===== config.mk =====
export PLATFORM = sky130hd
export DESIGN_NAME = neureka_normquant_ctrl_flat
export DESIGN_NICKNAME = d
export VERILOG_FILES = /design/src/rtl/neureka_normquant_ctrl_if.sv /design/src/rtl/neureka_normquant_ctrl.sv /design/src/flat_wrapper.sv
export SDC_FILE = /design/constraint.sdc
export NUM_CORES = 1
export LEC_CHECK = 0
export CORE_UTILIZATION = 52
export DETAILED_ROUTE_END_ITERATION = 10
export PLACE_DENSITY = 0.85
export RECOVER_POWER = 25
export SLEW_MARGIN = 10
export SYNTH_ARGS = -nofsm -noshare
export SYNTH_HDL_FRONTEND = slang
export SYNTH_SLANG_ARGS = --single-unit

===== constraint.sdc =====
create_clock -name clk_i -period 5.62 [get_ports clk_i]
set_input_delay 1.124 -clock clk_i [delete_from_list [all_inputs] [get_ports clk_i]]
set_output_delay 1.124 -clock clk_i [all_outputs]
set_load 0.01 [all_outputs]

===== src/rtl/neureka_normquant_ctrl_if.sv =====
// Handshake and bus bundle between the normquant controller and its neighbours:
// job descriptor in, accumulator buffer read port, shifter lane control, and
// the quantized row stream out.
// Quant mode encoding on cfg_mode / nq_ctrl.quant_mode: 0 = 8b, 1 = 16b, 2 = 32b.
interface neureka_normquant_ctrl_if #(
   parameter int ADDR_W = 5,
   parameter int LEN_W  = 6
);
   typedef struct packed {
      logic       start;
      logic       relu;
      logic [1:0] quant_mode;
      logic       use_shifting;
   } ctrl_normquant_t;

   logic              cfg_valid;
   logic              cfg_ready;
   logic [LEN_W-1:0]  cfg_len;
   logic [7:0]        cfg_shift;
   logic [1:0]        cfg_mode;
   logic              cfg_relu;
   logic              cfg_use_shift;

   logic              buf_rd_en;
   logic [ADDR_W-1:0] buf_rd_addr;

   ctrl_normquant_t   nq_ctrl;
   logic [7:0]        nq_shift;
   logic              nq_clear;

   logic              out_valid;
   logic              out_ready;
   logic              out_last;

   // controller view
   modport master (
      input  cfg_valid, cfg_len, cfg_shift, cfg_mode, cfg_relu, cfg_use_shift, out_ready,
      output cfg_ready, buf_rd_en, buf_rd_addr, nq_ctrl, nq_shift, nq_clear, out_valid, out_last
   );

   // environment view
   modport slave (
      output cfg_valid, cfg_len, cfg_shift, cfg_mode, cfg_relu, cfg_use_shift, out_ready,
      input  cfg_ready, buf_rd_en, buf_rd_addr, nq_ctrl, nq_shift, nq_clear, out_valid, out_last
   );
endinterface


===== src/rtl/neureka_normquant_ctrl.sv =====
// Sequences one bank of normquant shifter lanes over a job of LEN accumulator
// rows: read strobe (S0) -> lane start (S1) -> output row valid (S2), with the
// whole pipeline frozen while the downstream stalls.
//
// state | meaning
// ------+--------------------------------------------------------------
// IDLE  | waiting for a job descriptor; cfg_ready high
// RUN   | issuing buffer reads and streaming rows until the last is taken
// DONE  | one-cycle completion pulse on done_o, then back to IDLE
module neureka_normquant_ctrl #(
   parameter int ADDR_W = 5,
   parameter int LEN_W  = 6
) (
   input  logic                    clk_i,
   input  logic                    rst_i,
   input  logic                    clear_i,
   neureka_normquant_ctrl_if.master bus,
   output logic                    busy_o,
   output logic                    done_o
);
   typedef enum logic [1:0] {ST_IDLE, ST_RUN, ST_DONE} state_t;

   localparam logic [LEN_W-1:0] LEN_ONE = {{(LEN_W-1){1'b0}}, 1'b1};

   state_t           state_q, state_d;
   logic [LEN_W-1:0] len_q, len_d;
   logic [7:0]       shift_q, shift_d;
   logic [1:0]       mode_q, mode_d;
   logic             relu_q, relu_d;
   logic             use_shift_q, use_shift_d;
   logic [LEN_W-1:0] issued_q, issued_d;
   logic [LEN_W-1:0] s1_idx_q, s1_idx_d;
   logic             s1_v_q, s1_v_d;
   logic             out_valid_q, out_valid_d;
   logic             out_last_q, out_last_d;
   logic             en;
   logic             rd_en;

   // Next-state, config latch and pipeline advance; clear overrides everything.
   always_comb begin
      state_d     = state_q;
      len_d       = len_q;
      shift_d     = shift_q;
      mode_d      = mode_q;
      relu_d      = relu_q;
      use_shift_d = use_shift_q;
      issued_d    = issued_q;
      s1_idx_d    = s1_idx_q;
      s1_v_d      = s1_v_q;
      out_valid_d = out_valid_q;
      out_last_d  = out_last_q;

      en    = ~(out_valid_q & ~bus.out_ready);
      rd_en = (state_q == ST_RUN) & en & (issued_q < len_q) & ~clear_i;

      case (state_q)
         ST_IDLE: begin
            if (bus.cfg_valid) begin
               len_d       = bus.cfg_len;
               // lanes only take a 6-bit shift; anything beyond 32 saturates
               shift_d     = (bus.cfg_shift > 8'd32) ? 8'd32 : bus.cfg_shift;
               mode_d      = bus.cfg_mode;
               relu_d      = bus.cfg_relu;
               use_shift_d = bus.cfg_use_shift;
               issued_d    = '0;
               state_d     = (bus.cfg_len != '0) ? ST_RUN : ST_DONE;
            end
         end
         ST_RUN: begin
            if (out_valid_q & bus.out_ready & out_last_q) state_d = ST_DONE;
         end
         ST_DONE: state_d = ST_IDLE;
         default: state_d = ST_IDLE;
      endcase

      if (en) begin
         s1_v_d      = rd_en;
         s1_idx_d    = issued_q;
         out_valid_d = s1_v_q;
         out_last_d  = s1_v_q & (s1_idx_q == len_q - LEN_ONE);
         if (rd_en) issued_d = issued_q + LEN_ONE;
      end

      if (clear_i) begin
         state_d     = ST_IDLE;
         issued_d    = '0;
         s1_v_d      = 1'b0;
         out_valid_d = 1'b0;
         out_last_d  = 1'b0;
      end
   end

   // State, latched config and pipeline registers.
   always_ff @(posedge clk_i or posedge rst_i) begin
      if (rst_i) begin
         state_q     <= ST_IDLE;
         len_q       <= '0;
         shift_q     <= '0;
         mode_q      <= '0;
         relu_q      <= 1'b0;
         use_shift_q <= 1'b0;
         issued_q    <= '0;
         s1_idx_q    <= '0;
         s1_v_q      <= 1'b0;
         out_valid_q <= 1'b0;
         out_last_q  <= 1'b0;
      end else begin
         state_q     <= state_d;
         len_q       <= len_d;
         shift_q     <= shift_d;
         mode_q      <= mode_d;
         relu_q      <= relu_d;
         use_shift_q <= use_shift_d;
         issued_q    <= issued_d;
         s1_idx_q    <= s1_idx_d;
         s1_v_q      <= s1_v_d;
         out_valid_q <= out_valid_d;
         out_last_q  <= out_last_d;
      end
   end

   // Outputs; a clear cycle neither accepts a job nor reports completion.
   always_comb begin
      bus.cfg_ready             = (state_q == ST_IDLE) & ~clear_i;
      bus.buf_rd_en             = rd_en;
      bus.buf_rd_addr           = issued_q[ADDR_W-1:0];
      bus.nq_ctrl.start         = s1_v_q & en & ~clear_i;
      bus.nq_ctrl.relu          = relu_q;
      bus.nq_ctrl.quant_mode    = mode_q;
      bus.nq_ctrl.use_shifting  = use_shift_q;
      bus.nq_shift              = shift_q;
      bus.nq_clear              = clear_i;
      bus.out_valid             = out_valid_q;
      bus.out_last              = out_last_q;
      busy_o                    = (state_q != ST_IDLE);
      done_o                    = (state_q == ST_DONE) & ~clear_i;
   end
endmodule


===== src/flat_wrapper.sv =====
// flat-port wrapper written by rule: the top's interface ports become plain ports
module neureka_normquant_ctrl_flat 
#(
   parameter int ADDR_W = 5,
   parameter int LEN_W  = 6
)
  (clk_i, rst_i, clear_i, busy_o, done_o, bus_cfg_valid, bus_cfg_len, bus_cfg_shift, bus_cfg_mode, bus_cfg_relu, bus_cfg_use_shift, bus_out_ready, bus_cfg_ready, bus_buf_rd_en, bus_buf_rd_addr, bus_nq_ctrl, bus_nq_shift, bus_nq_clear, bus_out_valid, bus_out_last);
  neureka_normquant_ctrl_if #(.ADDR_W(ADDR_W), .LEN_W(LEN_W)) bus_i ();
  input  logic clk_i;
  input  logic rst_i;
  input  logic clear_i;
  output logic busy_o;
  output logic done_o;
  input wire logic [$bits(bus_i.cfg_valid)-1:0] bus_cfg_valid;
  input wire logic [$bits(bus_i.cfg_len)-1:0] bus_cfg_len;
  input wire logic [$bits(bus_i.cfg_shift)-1:0] bus_cfg_shift;
  input wire logic [$bits(bus_i.cfg_mode)-1:0] bus_cfg_mode;
  input wire logic [$bits(bus_i.cfg_relu)-1:0] bus_cfg_relu;
  input wire logic [$bits(bus_i.cfg_use_shift)-1:0] bus_cfg_use_shift;
  input wire logic [$bits(bus_i.out_ready)-1:0] bus_out_ready;
  output wire logic [$bits(bus_i.cfg_ready)-1:0] bus_cfg_ready;
  output wire logic [$bits(bus_i.buf_rd_en)-1:0] bus_buf_rd_en;
  output wire logic [$bits(bus_i.buf_rd_addr)-1:0] bus_buf_rd_addr;
  output wire logic [$bits(bus_i.nq_ctrl)-1:0] bus_nq_ctrl;
  output wire logic [$bits(bus_i.nq_shift)-1:0] bus_nq_shift;
  output wire logic [$bits(bus_i.nq_clear)-1:0] bus_nq_clear;
  output wire logic [$bits(bus_i.out_valid)-1:0] bus_out_valid;
  output wire logic [$bits(bus_i.out_last)-1:0] bus_out_last;
  assign bus_i.cfg_valid = bus_cfg_valid;
  assign bus_i.cfg_len = bus_cfg_len;
  assign bus_i.cfg_shift = bus_cfg_shift;
  assign bus_i.cfg_mode = bus_cfg_mode;
  assign bus_i.cfg_relu = bus_cfg_relu;
  assign bus_i.cfg_use_shift = bus_cfg_use_shift;
  assign bus_i.out_ready = bus_out_ready;
  assign bus_cfg_ready = bus_i.cfg_ready;
  assign bus_buf_rd_en = bus_i.buf_rd_en;
  assign bus_buf_rd_addr = bus_i.buf_rd_addr;
  assign bus_nq_ctrl = bus_i.nq_ctrl;
  assign bus_nq_shift = bus_i.nq_shift;
  assign bus_nq_clear = bus_i.nq_clear;
  assign bus_out_valid = bus_i.out_valid;
  assign bus_out_last = bus_i.out_last;
  neureka_normquant_ctrl #(.ADDR_W(ADDR_W), .LEN_W(LEN_W)) u_core (.clk_i(clk_i), .rst_i(rst_i), .clear_i(clear_i), .bus(bus_i), .busy_o(busy_o), .done_o(done_o));
endmodule

==> results of run 1 <==
-- cell families after synthesis --
| group | after synthesis |
|---|---|
| flip-flops | 35 |
| XOR/XNOR | 9 |
| adder cells (fa/ha/maj) | 7 |
| AO/OA/AOI/OAI | 24 |
| buffers and inverters | 23 |
| AND/OR/NAND/NOR | 66 |
| multiplexers | 11 |
-- worst register-to-register path: stages (launching register included) --
cell	delay, ns
sky130_fd_sc_hd__dfrtp_1	0.48
sky130_fd_sc_hd__ha_1	0.35
sky130_fd_sc_hd__a21oi_1	0.16
sky130_fd_sc_hd__o21ai_1	0.09
sky130_fd_sc_hd__a41o_2	0.34
sky130_fd_sc_hd__inv_1	0.17
sky130_fd_sc_hd__a21oi_1	0.11
sky130_fd_sc_hd__a311oi_1	0.25
-- power groups by stage --
stage	registers, uW	logic (uW)	clock network, uW
finish	304	168	120
floorplan	304	105	0
global placement	306	162	0
detailed placement	308	168	0
CTS	304	169	124
global route	308	185	136
-- final cells by class --
cell class | count | area [um^2]
clock buffers | 6 | 41.3
fillers | 260 | 1040
inverters | 10 | 37.5
multi-input cells | 117 | 803
flip-flops and latches | 35 | 876
well taps | 46 | 57.6
repair buffers | 48 | 478
-- worst min path at each step --
stage | start | endpoint | slack [ns] | cells past startpoint
detailed placement | u_core.bus.nq_shift[7] | u_core.bus.nq_shift[7] | 0.48 | 1
floorplan | u_core.s1_idx_q[5] | u_core.s1_idx_q[5] | 0.46 | 2
global placement | u_core.bus.nq_shift[6] | u_core.bus.nq_shift[6] | 0.47 | 1
finish | u_core.bus.nq_shift[7] | u_core.bus.nq_shift[7] | 0.50 | 1
CTS | u_core.bus.nq_shift[7] | u_core.bus.nq_shift[7] | 0.50 | 1
global route | u_core.s1_idx_q[1] | u_core.s1_idx_q[1] | 0.53 | 2
-- state kept, by name (all words and copies together) (netlist names) --
name / cells
u_core.bus.nq_shift: 8
u_core.bus.out_last: 1
u_core.bus.out_valid: 1
u_core.issued_q: 6
u_core.len_q: 6
u_core.mode_q: 2
u_core.relu_q: 1
u_core.s1_idx_q: 6
u_core.s1_v_q: 1
u_core.state_q: 2
u_core.use_shift_q: 1
-- routing by layer --
layer  wire, um  track usage  share of wire  up-vias
met5          0            0              0        -
met4         49       0.0974          0.013        0
met3        282       0.0896          0.073        6
met1       1620        0.277           0.42      705
met2       1890        0.394           0.49       70
li1           -            -              -      679
-- placed cells by master, fill, tap and decap left out, types with 2 or more instances in the layout --
cell type                         synthesis  layout
sky130_fd_sc_hd__and2_1                   2       2
sky130_fd_sc_hd__nand2_1                 25      25
sky130_fd_sc_hd__nor4_1                   2       2
sky130_fd_sc_hd__mux2_2                  10      10
sky130_fd_sc_hd__a22o_1                   5       5
sky130_fd_sc_hd__clkdlybuf4s50_1          0      45
sky130_fd_sc_hd__ha_1                     7       7
sky130_fd_sc_hd__clkbuf_4                 0       5
sky130_fd_sc_hd__nor3_1                   3       3
sky130_fd_sc_hd__a31oi_1                  2       2
sky130_fd_sc_hd__xnor2_1                  5       5
sky130_fd_sc_hd__inv_1                   10      10
sky130_fd_sc_hd__nor2_1                   9       9
sky130_fd_sc_hd__xor2_1                   4       4
sky130_fd_sc_hd__dlygate4sd3_1            0       2
sky130_fd_sc_hd__dfrtp_1                 35      35
sky130_fd_sc_hd__o21ai_0                  2       2
sky130_fd_sc_hd__nand2b_1                 4       4
sky130_fd_sc_hd__nor2b_1                  2       2
sky130_fd_sc_hd__nand3_1                 10      10
sky130_fd_sc_hd__a21oi_1                  6       6
-- metrics by stage --
| stage | utilization | power (uW) |
|---|---|---|
| 2_1_floorplan | - | 409 |
| 3_3_place_gp | 0.675 | 468 |
| 3_5_place_dp | 0.675 | 476 |
| 4_1_cts | 0.687 | 597 |
| 5_1_grt | 0.687 | 629 |
| 6_report | 0.687 | 592 |
==> metrics, run 1 <==
total standard cell area after synthesis=0.00180 mm^2; share of synthesized flip-flops with an asynchronous set or reset=1.00; cell total after placement=256; classification of the worst-slack hold path=reg2reg; total setup violations reported at the end of the flow=0; detailed-route via count=1460; Buffers & Inverters on Critical Path=3; most used standard cell by instance count after synthesis=sky130_fd_sc_hd__dfrtp_1; FF+latch count, synth=35; number of unique standard cell types used by synthesis=40; largest family of logic cells by synthesized area=simple AND/OR/NAND/NOR gates; Total Wirelength=3850 um; length of the first detailed-routing pass in iterations=4; Worst setup startpoint=clear_i; CP max stage cell=sky130_fd_sc_hd__clkdlybuf4s50_1; wire length of the first global-routing pass=approximately 6200 um; TritonCTS clock tree=done; static leakage power=between 0.001 and 0.0015 uW; diodes inserted=0; capture point of the worst path=bus_buf_rd_en; maximum level of the CTS H-tree=2; synth warn=0; list of cells traversed by the critical path=clkdlybuf4s50_1 > nor3b_2 > nand4_1 > a41o_2 > inv_1 > clkdlybuf4s50_1; CTS-repair resized insts=0; critical path capture point type=output pin; endpoint of the most critical register-to-register path=u_core.issued_q[2]; startpoint type of the worst setup path=primary input; relative contribution of the clock network to total power=0.204; ANT nets after route=0; post-synthesis cell count=~180; DP Area=0.00225 mm^2; Initial Util=0.540; Period minus WS final=4.31 ns; unrepaired setup endpoints after global routing=no; critical path data arrival time=between 3 and 4 ns; area of the die=around 0.0037 mm^2; adder and majority gate portion of the synthesized area=0.0486; synthesized-area fraction occupied by and/or/nand/nor cells=0.181; largest stage delay on the critical path=0.63 ns; mux share of post-synthesis cell area=0.0681; largest buffer count on any clock path=2; clock slew at reported path FFs=0.09 ns; worst reg2reg startpoint=u_core.issued_q[2]; synth cell count leaders=sky130_fd_sc_hd__dfrtp_1, sky130_fd_sc_hd__nand2_1, sky130_fd_sc_hd__inv_1, sky130_fd_sc_hd__mux2_2, sky130_fd_sc_hd__nand3_1; count of cells along the worst register-to-register path=7; Setup TNS=0 ns; instance count on the critical path=6; top cell family by delay on the critical path=buffers and inverters; area of the placeable core=between 0.003 and 0.004 mm^2; largest net degree at the start of global routing=24; Synth Area in Compound Gates=0.105; top achievable clock speed=232 MHz; global-route total usage across every layer=0.237; most common flop cell mapped by yosys=sky130_fd_sc_hd__dfrtp_1; proportion of total power due to net switching=0.300; part of the total power dissipated in combinational logic=0.283; number of cell rows=21; overall die width=60.8 um; max-slew headroom at the worst pin=0.424; Seq pwr share=0.513; required time at the endpoint of the critical path=approximately 4.5 ns; Critical Path Most Common Cell=sky130_fd_sc_hd__clkdlybuf4s50_1; antenna violations before repair=0; area growth from synthesis to final layout=27.4%; Post-Synthesis Mean Instance Area=10.3 um^2; cell types occupying the most area after synthesis=sky130_fd_sc_hd__dfrtp_1, sky130_fd_sc_hd__mux2_2, sky130_fd_sc_hd__nand2_1; net total in the final layout=between 200 and 250; worst IR drop on VDD=0.000210 V; number of global-route vias before repair=1436; Post-Route Skew=0.00527 ns; slew at the pin closest to its max-slew limit=about 0.86 ns; part of the Yosys area used for sequential elements=0.486; average wire per cell in the routed design=14.7 um; number of top-level design ports=48; crit share post-route=0.767; number of remaining DRC errors=0; total internal power=414 uW; count of maximum capacitance violations=0; total congestion overflow=0; fraction of final layout cells with drive strength greater than 1=0.0972; number of hold violations in the final report=0; kind of critical path=in2out; outcome=complete, no violations; clk_lat worst skew=0.33 ns; areal power density over the cells=258 mW/mm^2; hold buffer count at cts=0; pins over their slew limit=0; fraction of synthesized cell area in xor and xnor cells=0.0438; post-route worst setup slack=1.31 ns; cell type contributing the most total cell area after synthesis=sky130_fd_sc_hd__dfrtp_1; area of all placed cells without fillers=0.00229 mm^2; Via density=5.57; largest fanout on the critical path=13; GPL Wtd Cong=approximately 0.86; detailed placer's ending HPWL=approximately 3000 um; share of the synthesized area in the top cell type=0.486; iteration-0 DRC count of the detailed router=58; final hold slack=0.496 ns; number of CTS-inserted buffers=5; clock root cell=sky130_fd_sc_hd__clkbuf_4; number of clock sinks=35; worst slack at placement=1.32 ns; count of buffers from port buffering=47; height of the die=60.8 um; filler-free cell count of the finished design=262; count of flip-flops with a built-in enable after synthesis=0; net switching power of the design=178 uW; worst-case register-to-register setup slack=3.58 ns; post-synth net total=approximately 210; Post-CTS Setup Bufs=0
No activity file was read; power rests on OpenSTA's default activity.
==> inputs of run 2 (changes only) <==
--- a/config.mk
+++ b/config.mk
@@ -5,9 +5,9 @@
 export SDC_FILE = /design/constraint.sdc
 export NUM_CORES = 1
 export LEC_CHECK = 0
-export CORE_UTILIZATION = 52
+export CORE_UTILIZATION = 48
 export DETAILED_ROUTE_END_ITERATION = 10
-export PLACE_DENSITY = 0.85
+export PLACE_DENSITY = 0.79
 export RECOVER_POWER = 25
 export SLEW_MARGIN = 10
 export SYNTH_ARGS = -nofsm -noshare
==> constraint.sdc (replaced) <==
create_clock -name clk_i -period 4.25 [get_ports clk_i]
set_input_delay 0.85 -clock clk_i [delete_from_list [all_inputs] [get_ports clk_i]]
set_output_delay 0.85 -clock clk_i [all_outputs]
set_load 0.01 [all_outputs]
==> run 2 against run 1 <==
Against the previous run:
- the run now ends with max-capacitance violations, max-slew violations left
- non-clock buffer count grew 1
- sequential share of layout area is 0.72 points lower
- combinational power grew 35%
- first-iteration DRC count rose by 21%
- critical endpoint unchanged
==> metrics, run 2 (synthesized netlist as in run 1, its figures left out) <==
number of global-route vias before repair=1558 (+8.5%); core occupancy in the finished layout=0.674 (-0.0134); largest stage delay on the critical path=0.57 ns (-0.06 ns); length of the first detailed-routing pass in iterations=4 (unchanged); classification of the worst-slack hold path=reg2reg; total congestion overflow=0 (unchanged); Setup TNS=0 ns (unchanged); global-route total usage across every layer=0.238 (+0.000328); largest buffer count on any clock path=2 (unchanged); TritonCTS clock tree=done; Total Wirelength=4100 um (+6.4%); number of clock sinks=35 (unchanged); GPL Wtd Cong=0.875 (+1.9%); number of hold violations in the final report=0 (unchanged); startpoint type of the worst setup path=primary input; areal power density over the cells=367 mW/mm^2 (+42%); hold path startpoint=u_core.bus.nq_shift[7]; failing checks=max-capacitance violations, max-slew violations; Post-CTS Setup Bufs=0 (unchanged); unrepaired setup endpoints after global routing=no; antenna violations before repair=0 (unchanged); Largest register FFs=8 (unchanged); net total in the final layout=248 (+0.40%); number of remaining DRC errors=0 (unchanged); number of top-level design ports=48 (unchanged); Initial Util=0.519 (-0.0204); Via density=5.52 (-1.0%); CP max stage cell=sky130_fd_sc_hd__clkdlybuf4s50_1; max-slew headroom at the worst pin=-0.107 (-0.531); outcome=finished, violations left; CTS-repair resized insts=0 (unchanged); Hold Path Stages=1 (unchanged); filler-free cell count of the finished design=265 (+1.1%); DP Area=0.00226 mm^2 (+0.33%); area of all placed cells without fillers=0.00234 mm^2 (+1.9%); critical path data arrival time=2.84 ns (-0.35 ns); Buffers & Inverters on Critical Path=3 (unchanged); fraction of final layout cells with drive strength greater than 1=0.100 (+0.00323); overall die width=63.2 um (+4.0%); count of cells along the worst register-to-register path=4 (-3); Worst Hold End=u_core.bus.nq_shift[7]; detailed placer's ending HPWL=3040 um (+3.9%); Worst setup startpoint=bus_out_ready; pins over their slew limit=33 (+33); crit share post-route=0.868; largest fanout on the critical path=9 (-4); detailed-route via count=1462 (+0.14%); clock slew at reported path FFs=0.06 ns (-0.03 ns); worst-case register-to-register setup slack=2.15 ns (-1.43 ns); Critical Path Most Common Cell=sky130_fd_sc_hd__clkdlybuf4s50_1; kind of critical path=in2out; worst IR drop on VDD=0.000294 V (+40%); clk_lat worst skew=0.28 ns (-0.05 ns); most common library cell in the layout ignoring fill and taps=sky130_fd_sc_hd__clkdlybuf4s50_1; total setup violations reported at the end of the flow=0 (unchanged); static leakage power=0.00107 uW (+1.8%); area growth from synthesis to final layout=29.8%; slew at the pin closest to its max-slew limit=1.66 ns (+0.799 ns); area of the die=0.00400 mm^2 (+8.1%); hold buffer count at cts=0 (unchanged); clock root cell=sky130_fd_sc_hd__clkbuf_8; worst reg2reg startpoint=u_core.state_q[1]; iteration-0 DRC count of the detailed router=70 (+21%); Period minus WS final=about 3.7 ns; wire length of the first global-routing pass=7160 um (+16%); count of maximum capacitance violations=1 (+1); cell total after placement=257 (+0.39%); ANT nets after route=0 (unchanged); largest net degree at the start of global routing=33 (+38%); critical path capture point type=output pin; list of cells traversed by the critical path=clkdlybuf4s50_1 > nand2b_1 > nand4_1 > a41o_2 > inv_1 > clkdlybuf4s50_1; Post-Route Skew=0.00313 ns (-0.00214 ns); count of buffers from port buffering=47 (unchanged); area of the placeable core=0.00347 mm^2 (+3.9%); most used cells in the layout excluding fill and tap cells=sky130_fd_sc_hd__clkdlybuf4s50_1, sky130_fd_sc_hd__dfrtp_1, sky130_fd_sc_hd__nand2_1; number of cell rows=21 (unchanged); endpoint of the most critical register-to-register path=u_core.bus.nq_shift[4]; required time at the endpoint of the critical path=3.40 ns (-1.10 ns); diodes inserted=0 (unchanged); top achievable clock speed=about 270 MHz; top cell family by delay on the critical path=buffers and inverters; number of CTS-inserted buffers=5 (unchanged); maximum level of the CTS H-tree=2 (unchanged); average wire per cell in the routed design=15.5 um (+5.2%); height of the die=63.2 um (+4.0%)
-- run 2: cell count changes in the layout (fill, tap and decap cells not counted), sizes merged --
cell / before / now
clkinv: 0 / 1
dlygate4sd3: 2 / 1
clkdlybuf4s50: 45 / 46
clkbuf: 6 / 8
-- run 2: area by class of cell --
| class | count | area [um^2] |
|---|---|---|
| Multi-Input combinational cell | 117 | 803 |
| Sequential cell | 35 | 876 |
| Fill cell | 293 | 1130 |
| Tap cell | 46 | 57.6 |
| Inverter | 10 | 37.5 |
| Clock buffer | 7 | 76.3 |
| Timing Repair Buffer | 49 | 482 |
| Clock inverter | 1 | 5.00 |
-- run 2: routing by layer --
metal	part of all wire	wire (um)	GRT usage
met1	0.41	1680	0.274
met2	0.50	2030	0.403
met3	0.077	315	0.0815
met4	0.017	70	0.0938
met5	0	0	0
-- run 2: through the flow --
step	hold slack, ns	power, uW	setup slack, ns
floorplan	0.458	541	1.83
global placement	0.470	622	0.714
global route	0.519	908	0.448
detailed placement	0.478	634	0.595
CTS	0.494	866	0.580
finish	0.489	857	0.561
-- run 2: worst max-delay path by stage --
stage               endpoint  slack, ns  cells after the start
6_report       bus_buf_rd_en       0.56                      6
5_1_grt        bus_buf_rd_en       0.45                      6
4_1_cts        bus_buf_rd_en       0.58                      6
3_5_place_dp   bus_buf_rd_en       0.59                      6
3_3_place_gp   bus_buf_rd_en       0.71                      6
2_1_floorplan  bus_buf_rd_en       1.83                      5
-- run 2: where the power goes --
part	switching [uW]	total (uW)	internal, uW
Combinational	104	226	122
Sequential	34.4	403	368
Clock	114	229	115
==> variant, RTL diff (config.mk and constraints of run 1) <==
Encoding of `state_t`: now one-hot (3 bits for 3 states).
--- a/src/rtl/neureka_normquant_ctrl.sv
+++ b/src/rtl/neureka_normquant_ctrl.sv
@@ -18,7 +18,7 @@
    output logic                    busy_o,
    output logic                    done_o
 );
-   typedef enum logic [1:0] {ST_IDLE, ST_RUN, ST_DONE} state_t;
+   typedef enum logic [2:0] {ST_IDLE = 3'b001, ST_RUN = 3'b010, ST_DONE = 3'b100} state_t;
 
    localparam logic [LEN_W-1:0] LEN_ONE = {{(LEN_W-1){1'b0}}, 1'b1};
 
Behaviour: no difference found for any inputs over 10 cycles, from zero or initial values and one cycle with rst_i high; not proved beyond that.
==> variant against run 1 <==
  * The run now ends with max-capacitance violations, max-slew violations left
  * Largest cell class unchanged
  * Sequential cell count grew 1
  * Synthesized area up 5.1%
  * Critical path depth decreased by 1
  * Design area rose by 6.1%
  * Combinational power shrank 22%
  * Synthesized cell count up 12%
  * Wire length grew 8.3%
  * First-iteration DRC count shrank 47%
  * Setup slack gained 0.096 ns
  * Total power up 6.0%
==> variant: results (changes against run 1) <==
| Metric | Value |
|---|---|
| DRT met1 WL | `1790 um (+10%)` |
| Highest clock rate | `0.237 GHz (+2.3%)` |
| Number of DRC markers in iteration 0 | `31 (-47%)` |
| Max-Cap Viols | `1 (+1)` |
| Routed vias | `1558 (+6.7%)` |
| Leakage power | `0.00110 uW (+5.0%)` |
| Hpwl dp | `3060 um (+4.4%)` |
| Max Clock Skew | `0.00871 ns (+0.00344 ns)` |
| WL final | `4170 um (+8.3%)` |
| Vias in the first global route | `1503 (+4.7%)` |
| Cell Area, Placed | `2340 um2 (+3.9%)` |
| GP Congestion | `0.849 (-1.1%)` |
| CP Max Fanout | `16 (+3)` |
| Register area share after synthesis | `47.7% (-0.96 points)` |
| Clk pin slew, worst setup/hold paths | `0.11 ns (+0.02 ns)` |
| VDD IR max | `0.153 mV (-27%)` |
| Post-synth top cells | `41 x nand2_1, 35 x dfrtp_1, 13 x nor2_1` |
| Netlist cell types | `41 (+2.5%)` |
| Met2 WL | `2140 um (+13%)` |
| R2r setup slk | `3.52 ns (-0.06 ns)` |
| Fraction of layout cells with a size suffix above 1 | `7.53% (-2.2 points)` |
| Synth Area in Compound Gates | `14.3% (+3.8 points)` |
| Failing checks | `max-capacitance violations, max-slew violations` |
| Synth warnings | `0 (unchanged)` |
| Async set-reset flop share out of synthesis | `100% (unchanged)` |
| Pre-CTS WS | `1.45 ns (+0.131 ns)` |
| Net Count, Synth | `226 (+10%)` |
| Final Max Tran Viols | `37 (+37)` |
| Clock insertion delay at the later pin of the skew report | `0.35 ns (+0.02 ns)` |
| RR Startpoint | `u_core.state_q[0]` |
| WP data arrival | `3.09 ns (-0.10 ns)` |
| Status | `finished, violations left` |
| Post-synthesis adder-cell area fraction | `4.63% (-0.23 points)` |
| Net Sw Power | `167 uW (-5.9%)` |
| Global-route wire length before repair | `7000 um (+13%)` |
| Overall Global Routing Usage | `23.7% (-0.029 points)` |
| Mux cell area share after synthesis | `0% (-6.8 points)` |
| Post-synthesis xor/xnor area fraction | `3.24% (-1.1 points)` |
| NumNets Final | `268 (+8.5%)` |
| Met3 wire length | `182 um (-35%)` |
-- variant: cells by family after synthesis --
logic type,Yosys count
fa+ha+maj,7
xor+xnor,7
buf+inv,22
compound gates,33
flops,36
simple gates,91
-- variant: final cells by class --
cell class	count	area, um2
inverters	9	33.8
multi-input cells	138	870
well taps	46	57.6
repair buffers	48	474
flip-flops and latches	36	902
clock inverters	1	30.0
fillers	279	983
clock buffers	7	65.1
-- variant: worst max-delay path, stage by stage --
cell and delay, ns:
clkdlybuf4s50_1 0.69, a2111oi_4 0.37, o211ai_4 0.19, inv_2 0.16
clkdlybuf4s50_1 0.55
-- variant: power by group through the flow --
stage / logic, uW / registers (uW) / clock network (uW)
after global routing: 145 / 293 / 218
after CTS: 133 / 290 / 207
after detailed placement: 133 / 296 / 0
after global placement: 129 / 295 / 0
final: 131 / 290 / 206
after floorplan: 80.5 / 295 / 0
-- variant: layer usage --
layer,vias up,GRT usage [%]
met5,-,0
met4,0,8.72
met3,7,5.15
met1,754,30.2
met2,40,39.7
li1,757,-
-- variant: worst min path at each step --
stage	from	end	slack (ns)	cells after the start
3_3_place_gp	u_core.use_shift_q	u_core.use_shift_q	0.46	2
4_1_cts	u_core.mode_q[1]	u_core.mode_q[1]	0.49	2
3_5_place_dp	u_core.mode_q[1]	u_core.mode_q[1]	0.47	2
6_report	u_core.mode_q[1]	u_core.mode_q[1]	0.49	2
5_1_grt	u_core.use_shift_q	u_core.use_shift_q	0.53	2
2_1_floorplan	u_core.relu_q	u_core.relu_q	0.45	2
-- variant: stage by stage --
step,power (uW),std cells
finish,627,285
global route,655,285
CTS,631,285
detailed placement,428,277
global placement,423,277
floorplan,375,196
